===== src/rtl/fifo_ctrl_param.sv =====
// rtl/fifo_ctrl_param.sv - parametrised single-clock FIFO controller for a synchronous-read memory
module fifo_ctrl_param #(
   parameter int ADDR_W   = 4,
   parameter int AF_LEVEL = 14,
   parameter int AE_LEVEL = 2
) (
   input  logic              clk,
   input  logic              rst_n,
   input  logic              wr_en,
   input  logic              rd_en,
   input  logic              flush,
   input  logic              err_clr,
   output logic              full,
   output logic              empty,
   output logic              almost_full,
   output logic              almost_empty,
   output logic [ADDR_W:0]   level,
   output logic [ADDR_W:0]   max_level,
   output logic              overflow,
   output logic              underflow,
   output logic              rd_valid,
   output logic              mem_wr_en,
   output logic [ADDR_W-1:0] mem_wr_addr,
   output logic              mem_rd_en,
   output logic [ADDR_W-1:0] mem_rd_addr
);

   localparam int              DEPTH   = 2 ** ADDR_W;
   localparam logic [ADDR_W:0] DEPTH_V = (ADDR_W + 1)'(DEPTH);
   localparam logic [ADDR_W:0] AF_V    = (ADDR_W + 1)'(AF_LEVEL);
   localparam logic [ADDR_W:0] AE_V    = (ADDR_W + 1)'(AE_LEVEL);
   localparam logic [ADDR_W:0] PTR_ONE = {{ADDR_W{1'b0}}, 1'b1};

   // Pointers carry one extra wrap bit so full and empty are distinguishable.
   logic [ADDR_W:0] wr_ptr;
   logic [ADDR_W:0] rd_ptr;
   logic [ADDR_W:0] wr_ptr_nxt;
   logic [ADDR_W:0] rd_ptr_nxt;
   logic [ADDR_W:0] level_nxt;
   logic            ovf_set;
   logic            udf_set;

   // Status flags come only from the registered pointers, never from this cycle's requests.
   assign level        = wr_ptr - rd_ptr;
   assign full         = (level == DEPTH_V);
   assign empty        = (level == '0);
   assign almost_full  = (level >= AF_V);
   assign almost_empty = (level <= AE_V);

   // Flush suppresses both strobes so the memory is not touched while clearing.
   assign mem_wr_en   = wr_en & ~full & ~flush;
   assign mem_rd_en   = rd_en & ~empty & ~flush;
   assign mem_wr_addr = wr_ptr[ADDR_W-1:0];
   assign mem_rd_addr = rd_ptr[ADDR_W-1:0];

   assign ovf_set = wr_en & full & ~flush;
   assign udf_set = rd_en & empty & ~flush;

   // Next pointer values; flush takes priority over any accepted transfer.
   always_comb begin
      wr_ptr_nxt = wr_ptr;
      rd_ptr_nxt = rd_ptr;
      if (flush) begin
         wr_ptr_nxt = '0;
         rd_ptr_nxt = '0;
      end else begin
         if (mem_wr_en) wr_ptr_nxt = wr_ptr + PTR_ONE;
         if (mem_rd_en) rd_ptr_nxt = rd_ptr + PTR_ONE;
      end
   end

   assign level_nxt = wr_ptr_nxt - rd_ptr_nxt;

   // Pointer registers.
   always_ff @(posedge clk or negedge rst_n) begin
      if (!rst_n) begin
         wr_ptr <= '0;
         rd_ptr <= '0;
      end else begin
         wr_ptr <= wr_ptr_nxt;
         rd_ptr <= rd_ptr_nxt;
      end
   end

   // Sticky error flags; a new error in the clearing cycle keeps the flag set.
   always_ff @(posedge clk or negedge rst_n) begin
      if (!rst_n) begin
         overflow  <= 1'b0;
         underflow <= 1'b0;
      end else begin
         overflow  <= ovf_set | (overflow & ~err_clr);
         underflow <= udf_set | (underflow & ~err_clr);
      end
   end

   // High-water mark; err_clr restarts tracking from the present occupancy.
   always_ff @(posedge clk or negedge rst_n) begin
      if (!rst_n) begin
         max_level <= '0;
      end else if (err_clr) begin
         max_level <= level;
      end else if (level_nxt > max_level) begin
         max_level <= level_nxt;
      end
   end

   // Read data from the synchronous memory appears one cycle after the read strobe.
   always_ff @(posedge clk or negedge rst_n) begin
      if (!rst_n) begin
         rd_valid <= 1'b0;
      end else begin
         rd_valid <= mem_rd_en;
      end
   end

endmodule


===== config.mk =====
export PLATFORM = sky130hd
export DESIGN_NAME = fifo_ctrl_param
export DESIGN_NICKNAME = d
export VERILOG_FILES = /design/src/rtl/fifo_ctrl_param.sv
export SDC_FILE = /design/constraint.sdc
export NUM_CORES = 1
export LEC_CHECK = 0
export BUFFER_PORTS_ARGS = -buffer_cell sky130_fd_sc_hd__buf_2
export CORE_MARGIN = 3
export CORE_UTILIZATION = 30
export DETAILED_ROUTE_END_ITERATION = 7
export HOLD_SLACK_MARGIN = 0.1
export PLACE_DENSITY_LB_ADDON = 0.05
export SYNTH_ARGS = -nofsm -noshare
export SYNTH_HDL_FRONTEND = slang
export SYNTH_SLANG_ARGS = --single-unit

===== constraint.sdc =====
create_clock -name clk -period 6.2 [get_ports clk]
set_clock_uncertainty 0.15 [all_clocks]
set_input_delay 0.62 -clock clk [delete_from_list [all_inputs] [get_ports clk]]
set_output_delay 0.62 -clock clk [all_outputs]
set_load 0.02 [all_outputs]

[Word level (Yosys, flattened, before mapping)]
Cells that the tools add are included.
Cells by class
  add/sub/neg operators: 4
  $lt $le $gt $ge: 3
  equality and inequality tests: 1
  multiplexer cells: 6
  bitwise gates (word level): 16
  reduce and logical (&&, ||, !) cells: 2
Operator list (number)
  2-to-1 mux 5 bit: 6
  adder 5 x 1 -> 5 bit, second input constant: 2
  AND 1 bit: 10
  subtractor 5 bit: 2
  == test 5 bit, second input constant: 1
  >= comparator 5 x 4 -> 1 bit, second input constant: 1
  > comparator 5 bit: 1
  <= comparator 5 x 2 -> 1 bit, second input constant: 1
  logical NOT 5 bit: 1
  inverter 1 bit: 4
  OR 1 bit: 2
  nonzero test 2 bit: 1
Storage, ports and cells
  register bits: 18
  input bits: 6
  output and inout port bits: 27
  logic and storage cells: 38

[Longest topological paths before layout]
Gate-level depths: netlist (run 1).
  depth after elaboration: 11
  depth in mapped cells: 24
  mapped depth without buffers: 24

[Worst setup path before layout (run 1)]
OpenSTA, ideal clock, no wires.
  kind: reg2reg
  start point: register wr_ptr[0]
  end point: register max_level[1]
  library setup time: 0.123 ns
  arrival time: 5.265 ns
  data required time: 5.927 ns
  path slack: 0.662 ns
  cell stages (with the launch flop): 24
  buffers on the path: 1
  clock period less this slack: 5.538 ns
  cell sequence: dfrtp_1 -> inv_1 -> ha_1 -> fa_1 -> xnor2_2 -> nor3b_2 -> mux2i_4 -> nor2_1 -> nor2b_1 -> clkbuf_1 -> xnor2_1 -> or2_1 -> ha_1 -> inv_1 -> fa_1 -> ha_1 -> nor2b_1 -> o21a_1 -> o21a_1 -> o21a_1 -> o22ai_1 -> mux2_2 -> nor2_1 -> a21oi_1
Between the ends
  cells in the longest elaborated chain, start to end: 10
  elaborated cells on any way between the ends: 19
  those cells by class: add/sub (3); order compare (1); eq/ne (1); mux (6); bitwise (6); reduce/logical (2)
Ends and longest elaborated chain
  start, declared: line 35  | logic [ADDR_W:0] wr_ptr;
  start signal, assigned: line 80  | wr_ptr <= wr_ptr_nxt;
  subtractor 5 bit (*): line 44  | assign level = wr_ptr - rd_ptr;
  net level[2]: line 17  | output logic [ADDR_W:0] level,
  == test 5 bit (*): line 45  | assign full = (level == DEPTH_V);
  net full: line 13  | output logic full,
  inverter 1 bit (*): line 51  | assign mem_wr_en = wr_en & ~full & ~flush;
  AND 1 bit (*) (2 in a row): line 51
  net mem_wr_en: line 22  | output logic mem_wr_en,
  2-to-1 mux 5 bit (*): line 67  | if (mem_wr_en) wr_ptr_nxt = wr_ptr + PTR_ONE;
  2-to-1 mux 5 bit (*): line 63  | if (flush) begin
  subtractor 5 bit (*): line 72  | assign level_nxt = wr_ptr_nxt - rd_ptr_nxt;
  > comparator 5 bit / 2-to-1 mux 5 bit (equally long branches): line 102  | end else if (level_nxt > max_level) begin
  nonzero test 2 bit (no line) / 2-to-1 mux 5 bit (equally long branches)
  end signal, assigned: line 101  | max_level <= level;
  end signal, assigned: line 103  | max_level <= level_nxt;
  end, declared: line 18  | output logic [ADDR_W:0] max_level,
The timed path passes the listed nets; every way through them passes the cells marked *. The select of a mux whose other input is x is not followed.
A chain may end at the register's enable or synchronous reset.

[Final worst setup path (run 1)]
  start point: register wr_ptr[0]
  end point: register max_level[4]
Between the ends
  cells in the longest elaborated chain, start to end: 10
  elaborated cells on any way between the ends: 19
  those cells by class: add/sub (3); order compare (1); eq/ne (1); mux (6); bitwise (6); reduce/logical (2)
Ends and longest elaborated chain (line)
  subtractor 5 bit: 44
  == test 5 bit / logical NOT 5 bit (equally long branches): 45, 46
  inverter 1 bit (on tied branches): 51, 52
  AND 1 bit (on tied branches) (2 in a row): 51, 52
  2-to-1 mux 5 bit (on tied branches): 67, 68
  2-to-1 mux 5 bit: 63
  subtractor 5 bit: 72
  > comparator 5 bit / 2-to-1 mux 5 bit (equally long branches): 102
  nonzero test 2 bit (no line) / 2-to-1 mux 5 bit (equally long branches)
Parallel ways exist; a longest one is shown, timed or not. The select of a mux whose other input is x is not followed.

==> impl_metrics.yaml, run 1 <==
layout:
  nets: 202
  diodes: 0
  instances_no_fill: 230
  drive_gt1_frac: 0.303
  stdcell_area_um2: 1660
  syn_to_final_growth_pct: 14.9
  utilization: 0.369
power_and_ir_drop:
  p_leak_nw: 0.854
  clkPwrFrac: 0.100
  netSwitchingPower_uw: 519
  comb_power_share: 0.734
  p_per_area_nw_per_um2: 617
  power_frac_seq: 0.166
  p_int_uw: 508
  max-vdd-ir-drop_mv: 0.243
  swShare: 0.505
floorplanning:
  start_util: 0.322
  die_h_um: 75.5
  row_count: 24
  die_w_um: 75.5
  coreArea_um2: 4500
  dieArea_um2: 5700
  boundaryPins: 33
clocking:
  clk_latency_ns: 0.27
  cts_tree: "yes"
  cts-root-buf: "clkbuf_8"
  postCtsHoldBufs: 0
  path_clk_slew_ns: 0.08
  post_cts_buffers: 0
  clock_path_buffers: 2
  cts_buffers: 3
  ctsHtreeMaxLevel: 1
  cts_resized: 0
  cts_sinks: 18
sta:
  fmax_mhz: 187
  slew_violations: 0
  finalHoldViolCount: 0
  period_minus_slack_ns: 5.35
  worst_hold_slack_ns: 0.143
  finalSetupViolations: 0
  rsz0062_at_grt: "false"
  finalCritPeriodShare: 0.863
  tightest_slew_ns: 0.562
  maxSlewHeadroom: 0.622
  final.setup.tns_ns: 0
grt:
  grt_pass1_vias: 1137
  grt_antenna_before_repair: 0
  grt_pass1_wl_um: 5980
  track_usage: 0.142
  grt_start_max_net_pins: 19
  grt.overflow.total: 0
critical_path:
  criticalPathCategory: "reg -> reg"
  reg2reg_from: "wr_ptr[0]"
  cp_max_fo: 8
  startpoint: "wr_ptr[0]"
  path_cells: "inv_1 > ha_1 > fa_1 > xnor2_2 > nor3b_2 > mux2i_4 > nor2_1 > nor2b_1 > xnor2_1 > or2_1 > ha_1 > inv_1 > fa_1 > a21o_1 > a21oi_1 > xnor2_1 > xnor2_1 > ha_1 > o21a_1 > o22ai_1 > buf_4 > or4_1 > nand3_1"
  arrival_ns: 5.39
  cpPeakStageDelay_ns: 0.44
  critPathLaunchType: "flop"
  reg2reg_depth: 23
  crit_path_end_kind: "flop"
  crit_required_ns: 6.25
  critPathSlowestCell: "dfrtp_1"
drt:
  first_pass_iters: 4
  wl_um: 3510
  met2_length_um: 1630
  vias: 1092
  met3_length_um: 122
  drt_iter0_markers: 43
  wl_met1_um: 1720
  drc: 0
  wl_per_cell_um: 15.2
  viasPerCell: 4.75
  antenna_left: 0
  routed.top_layer: "met4"
synth:
  synthesis.area_um2: 1450
  ys_ff_latch: 18
  syn-num-nets: 175
  ys.warnings.count: 0
  synth_cells: 152
  ys.flop_type: "dfrtp_1"
  synth_cell_types: 46
  syn_area_per_cell_um2: 9.53
  synth_enable_flop_cells: 0
  async_reset_ff_frac: 1.00
  yosysSeqAreaShare: 0.311
placed_design:
  io_buffers: 32
  place_congestion: 0.742
  placed_area_um2: 1610
  post-dp-hpwl_um: 2870
  dp_cells: 226
min_path:
  min_path_type: "in -> async"
outcome:
  status: "finished clean"
flow_run:
  maxCapViolCount: 0
==> area by class of cell <==
class | count | area [µm²]
multi-input cells | 106 | 862
repair buffers | 33 | 168
inverters | 17 | 63.8
flip-flops and latches | 18 | 450
well taps | 52 | 65.1
fillers | 473 | 2840
clock buffers | 4 | 55.1
==> worst paths after layout <==
path | slack (ns) | end
setup / recovery | 0.85 | max_level[4]
hold / removal | 0.14 | max_level[2]
setup reg to reg | 0.85 | max_level[4]
hold reg to reg | 0.36 | overflow
max in group asynchronous | 5.44 | rd_ptr[3]
min in group clk | 0.36 | overflow
==> state kept, by name, indices dropped and copies added (netlist names) <==
signal	flops
wr_ptr	5
rd_valid	1
rd_ptr	5
underflow	1
max_level	5
overflow	1
==> logic make-up after synthesis <==
kind of cell               count (synthesis)  share of synthesized area
DFF                                       18                      0.311
muxes                                      6                     0.0561
xor gates and xnor gates                  14                     0.0950
adders and majority gates                 17                      0.157
AOI/OAI and AO/OA                         23                      0.111
and+or+nand+nor                           46                      0.175
buffers and inverters                     28                     0.0941
==> critical path: cells and delay by family, from the launching register on <==
| kind | cells | cell delay, ns |
|---|---|---|
| AOI/OAI and AO/OA | 4 | 0.57 |
| muxes | 1 | 0.23 |
| DFF | 1 | 0.44 |
| and+or+nand+nor | 6 | 1.24 |
| adders and majority gates | 5 | 1.48 |
| buffers and inverters | 3 | 0.30 |
| xor gates and xnor gates | 4 | 0.84 |
==> cell usage after synthesis (2+ instances only) <==
master	number	area, µm²
mux2i_1	2	20.0
mux2i_2	2	27.5
clkbuf_1	2	7.51
o21ai_0	3	15.0
xnor2_1	8	70.1
o21a_1	3	22.5
nand3_1	4	20.0
ha_1	15	188
inv_1	16	60.1
dfrtp_1	18	450
nor3b_2	2	25.0
fa_1	2	40.0
xor2_1	4	35.0
buf_4	8	60.1
nor2b_1	3	18.8
nand2_1	12	45.0
or2_2	2	12.5
nor2_1	13	48.8
a21oi_1	4	20.0
nand4_1	2	12.5
a21o_1	2	15.0
==> stage by stage <==
| step | worst slack, ns | power, mW |
|---|---|---|
| 2_1_floorplan | 0.662 | 0.730 |
| 3_3_place_gp | 0.897 | 0.928 |
| 3_5_place_dp | 0.868 | 0.937 |
| 4_1_cts | 0.796 | 1.05 |
| 5_1_grt | 0.350 | 1.13 |
| 6_report | 0.852 | 1.03 |
==> cells in the final DEF (no fill, tap or decap), drive strengths merged, types with 2 or more instances in the layout <==
master	count
a21o	2
a21oi	5
buf	33
clkbuf	4
dfrtp	18
fa	2
ha	15
inv	17
mux2i	5
nand2	12
nand3	4
nand4	2
nor2	14
nor2b	3
nor3b	2
o21a	3
o21ai	4
or2	3
xnor2	9
xor2	5
==> power by group through the flow <==
stage	clock (mW)	combinational [mW]	sequential (mW)
floorplan	0	0.538	0.192
global placement	0	0.757	0.172
detailed placement	0	0.763	0.173
CTS	0.109	0.766	0.171
global route	0.113	0.843	0.176
finish	0.103	0.753	0.171
==> metal layers <==
metal,vias up,global-route usage
li1,556,-
met1,509,0.201
met4,0,0.0408
met5,-,0
met2,23,0.221
met3,4,0.0290
No activity file was read; power rests on OpenSTA's default activity.
==> inputs of run 2 (changes only) <==
- CELL_PAD_IN_SITES_DETAIL_PLACEMENT: default -> 1
- CELL_PAD_IN_SITES_GLOBAL_PLACEMENT: default -> 2
- CTS_BUF_LIST: default -> sky130_fd_sc_hd__clkbuf_16
==> impl_metrics.yaml, run 2 (synthesis gave the netlist of run 1 again) <==
outcome:
  status: "finished clean"
layout:
  reg.largest.list: "max_level (5), rd_ptr (5), wr_ptr (5)"
  regArea_um2: 450
  multiInputGateArea_um2: 862
  fillCellCount: 553
  final_cell_mix: "buf_2 (32), dfrtp_1 (18), inv_1 (16), ha_1 (15), nor2_1 (13)"
  syn_to_final_growth_pct: 16.5
  drive_gt1_frac: 0.298
  final_common_cell: "buf_2"
  diodes: 0
  nets: 202
  stdcell_area_um2: 1690
sta:
  finalHoldViolCount: 0
  rsz0062_at_grt: "false"
  fmax_mhz: 182
  finalSetupViolations: 0
  tightest_slew_ns: 0.580
  maxSlewHeadroom: 0.610
  final.setup.tns_ns: 0
  finalCritPeriodShare: 0.884
  period_minus_slack_ns: 5.48
  slew_violations: 0
clocking:
  clk_latency_ns: 0.25
  postCtsHoldBufs: 0
  path_clk_slew_ns: 0.06
  cts_buffers: 3
  post_cts_buffers: 0
  cts_sinks: 18
  clock_path_buffers: 2
  ctsHtreeMaxLevel: 1
  cts_resized: 0
  cts_tree: "yes"
  cts-root-buf: "clkbuf_16"
power_and_ir_drop:
  finalPower_mw: 1.07
  max-vdd-ir-drop_mv: 0.276
  p_leak_nw: 0.864
  p_per_area_nw_per_um2: 635
floorplanning:
  die_h_um: 75.5
  die_w_um: 75.5
  boundaryPins: 33
  start_util: 0.322
  dieArea_um2: 5700
  coreArea_um2: 4500
  row_count: 24
critical_path:
  criticalPathCategory: "reg -> reg"
  arrival_ns: 5.50
  crit_path_end_kind: "flop"
  critPathLaunchType: "flop"
  cp_max_fo: 8
  path_cells: "inv_1 > ha_1 > fa_1 > xnor2_2 > nor3b_2 > mux2i_4 > nor2_4 > nor3b_2 > nand2_1 > xnor2_1 > or2_2 > ha_1 > a21o_1 > a21oi_1 > xnor2_1 > xnor2_1 > ha_1 > o21a_1 > o22ai_1 > buf_4 > nand2_1 > o211ai_1 > a21boi_0"
  crit_required_ns: 6.22
  critPathSlowestCell: "nor3b_2"
  crit_family: "adder cells"
  crit_buf_inv: 2
  cpPeakStageDelay_ns: 0.47
drt:
  drt_iter0_markers: 46
  wl_um: 3950
  antenna_left: 0
  vias: 1147
  wl_per_cell_um: 17.2
  viasPerCell: 4.99
  first_pass_iters: 4
  drc: 0
flow_run:
  maxCapViolCount: 0
min_path:
  min_path_type: "in -> async"
placed_design:
  place_congestion: 0.765
  post-dp-hpwl_um: 3220
  io_buffers: 32
  placed_area_um2: 1610
grt:
  grt_pass1_vias: 1189
  grt_antenna_before_repair: 0
  grt.overflow.total: 0
  grt_start_max_net_pins: 19
  track_usage: 0.153
  grt_pass1_wl_um: 6310
-- run 2: changes by cell type in the layout (fill, tap and decap cells not counted) --
cell | previous run | this run
clkinv_1 | 0 | 1
clkbuf_16 | 0 | 3
clkbuf_8 | 4 | 0
-- run 2: worst register-to-register path, stage by stage, from the launching register on --
cell	delay (ns)
dfrtp_1	0.42
inv_1	0.07
ha_1	0.22
fa_1	0.43
xnor2_2	0.34
nor3b_2	0.11
mux2i_4	0.22
nor2_4	0.07
nor3b_2	0.47
nand2_1	0.14
xnor2_1	0.20
or2_2	0.31
ha_1	0.32
a21o_1	0.19
a21oi_1	0.22
xnor2_1	0.21
xnor2_1	0.17
ha_1	0.26
o21a_1	0.11
o22ai_1	0.23
buf_4	0.21
nand2_1	0.06
o211ai_1	0.09
a21boi_0	0.18
-- run 2: metal layers --
| layer | vias to the layer above | routed length (µm) | part of all wire | GRT usage |
|---|---|---|---|---|
| li1 | 554 | - | - | - |
| met1 | 562 | 1940 | 0.49 | 0.212 |
| met2 | 27 | 1820 | 0.46 | 0.247 |
| met3 | 4 | 139 | 0.035 | 0.0198 |
| met4 | 0 | 51 | 0.013 | 0.0466 |
| met5 | - | 0 | 0 | 0 |
-- run 2: area by class of cell --
cell class,instances,share of cell area
clock buffer,3,0.0445
clock inverter,1,0.00222
inverter,17,0.0378
multi-input combinational,106,0.511
sequential,18,0.267
tap,52,0.0385
timing repair buffer,33,0.0993
-- run 2: final timing paths --
path | endpoint | cells past startpoint | slack [ns] | start
worst max-delay path | max_level[0] | 23 | 0.72 | wr_ptr[0]
worst min-delay path | rd_ptr[4] | 1 | 0.17 | rst_n
worst max register to register | max_level[0] | 23 | 0.72 | wr_ptr[0]
worst min register to register | underflow | 1 | 0.33 | underflow
max in group asynchronous | rd_ptr[0] | 1 | 5.40 | rst_n
min in group clk | underflow | 1 | 0.33 | underflow
-- run 2: report_power, final --
part / switching, mW / total (mW) / internal [mW] / leakage (nW)
clock network: 0.0462 / 0.132 / 0.0858 / 0.0385
registers: 0.0244 / 0.171 / 0.147 / 0.242
logic: 0.460 / 0.768 / 0.308 / 0.583
total: 0.531 / 1.07 / 0.540 / 0.864
-- run 2: per-stage QoR --
step | hold WS [ns] | utilization | instances | setup WS, ns
final | 0.171 | 0.375 | 230 | 0.719
after CTS | 0.193 | 0.375 | 230 | 0.702
after floorplan | 0.174 | - | 152 | 0.662
after detailed placement | 0.325 | 0.357 | 226 | 0.721
after global routing | 0.205 | 0.375 | 230 | 0.290
after global placement | 0.321 | 0.357 | 226 | 0.863
==> inputs of run 3 (changes only) <==
==> constraint.sdc (replaced) <==
create_clock -name clk -period 6.2 [get_ports clk]
set_clock_uncertainty 0.15 [all_clocks]
set_input_delay 1.55 -clock clk [delete_from_list [all_inputs] [get_ports clk]]
set_output_delay 1.55 -clock clk [all_outputs]
set_load 0.02 [all_outputs]
==> impl_metrics.yaml, run 3 (synthesis gave the netlist of run 1 again) <==
sta:
  finalSetupViolations: 0
  final.setup.tns_ns: 0
  fin_ws_ns: 0.736
  rsz0062_at_grt: "false"
  maxSlewHeadroom: 0.564
  finalHoldViolCount: 0
  slew_violations: 0
  finalCritPeriodShare: 0.881
  tightest_slew_ns: 0.648
  period_minus_slack_ns: 5.46
  fmax_mhz: 183
floorplanning:
  die_h_um: 75.5
  row_count: 24
  start_util: 0.322
  coreArea_um2: 4500
  dieArea_um2: 5700
  die_w_um: 75.5
  boundaryPins: 33
placed_design:
  place_congestion: 0.750
  post-dp-hpwl_um: 3130
  preCtsSetupSlack_ns: 0.699
  io_buffers: 32
clocking:
  cts_tree: "yes"
  cts-root-buf: "clkbuf_16"
  cts_sinks: 18
  path_clk_slew_ns: 0.06
  clk_latency_ns: 0.25
  post_cts_buffers: 0
  cts_buffers: 3
  postCtsHoldBufs: 0
  clock_path_buffers: 2
  cts_resized: 0
  ctsHtreeMaxLevel: 1
critical_path:
  arrival_ns: 5.45
  crit_buf_inv: 2
  crit_family: "adder cells"
  path_cells: "inv_1 > ha_1 > fa_1 > xnor2_2 > nor3_2 > mux2i_4 > nor2_4 > nor3b_2 > nand2_1 > xnor2_1 > or2_2 > ha_1 > a21o_1 > a21oi_1 > xnor2_1 > xnor2_1 > ha_1 > o21a_1 > o22ai_1 > buf_4 > mux2_2 > nor2_1 > a21oi_1"
  cpPeakStageDelay_ns: 0.44
  critPathLaunchType: "flop"
  critPathSlowestCell: "nor3b_2"
  cp_max_fo: 9
  crit_required_ns: 6.18
  crit_path_end_kind: "flop"
  criticalPathCategory: "reg -> reg"
  rrSetupSlack_ns: 0.74
power_and_ir_drop:
  p_leak_nw: 0.864
  p_per_area_nw_per_um2: 632
  max-vdd-ir-drop_mv: 0.271
grt:
  grt_pass1_vias: 1194
  grt_pass1_wl_um: 6180
  grt_antenna_before_repair: 0
  track_usage: 0.148
  grt_start_max_net_pins: 19
  grt.overflow.total: 0
drt:
  drt_iter0_markers: 27
  vias: 1140
  drc: 0
  wl_per_cell_um: 16.7
  viasPerCell: 4.96
  wl_um: 3850
  antenna_left: 0
  first_pass_iters: 4
layout:
  utilization: 0.375
  final_cell_mix: "buf_2 (32), dfrtp_1 (18), inv_1 (16), ha_1 (15), nor2_1 (13)"
  reg.largest.list: "max_level (5), rd_ptr (5), wr_ptr (5)"
  nets: 202
  drive_gt1_frac: 0.298
  final_common_cell: "buf_2"
  syn_to_final_growth_pct: 16.5
  fillCellCount: 540
  diodes: 0
min_path:
  min_path_type: "reg -> reg"
outcome:
  status: "finished clean"
flow_run:
  maxCapViolCount: 0
## run 3: cell counts in the layout (fill, tap and decap cells not counted)
No cell type changed its count.
## run 3: final timing paths
kind,from,to,depth (start not counted)
min reg2reg,overflow,overflow,1
max reg2reg,wr_ptr[0],max_level[1],23
min in group asynchronous,rst_n,underflow,1
max in group asynchronous,rst_n,max_level[4],1
max,wr_ptr[0],max_level[1],23
min,overflow,overflow,1
## run 3: area by class of cell
class	count	area, µm²	area share
clock inverter	1	3.75	0.00222
tap	52	65.1	0.0385
sequential	18	450	0.267
multi-input combinational	106	862	0.511
clock buffer	3	75.1	0.0445
inverter	17	63.8	0.0378
timing repair buffer	33	168	0.0993
## run 3: where the power goes
group / internal (mW) / total, mW / switching, mW
Combinational: 0.306 / 0.763 / 0.456
Sequential: 0.147 / 0.171 / 0.0242
Clock: 0.0858 / 0.133 / 0.0469
Total: 0.539 / 1.07 / 0.527
## run 3: per-stage QoR
step / std cells / area (µm²) / total power [mW] / hold slack (ns)
5_1_grt: 230 / 1690 / 1.17 / 0.395
3_5_place_dp: 226 / 1610 / 0.945 / 0.348
2_1_floorplan: 152 / 1450 / 0.730 / 0.357
4_1_cts: 230 / 1690 / 1.09 / 0.362
3_3_place_gp: 226 / 1610 / 0.931 / 0.327
6_report: 230 / 1690 / 1.07 / 0.360
## run 3: routing by layer
layer	share of wire	GRT usage	vias up
met2	0.47	0.240	29
met1	0.47	0.204	556
li1	-	-	553
met3	0.052	0.0224	2
met4	0.0057	0.0466	0
met5	0	0	-
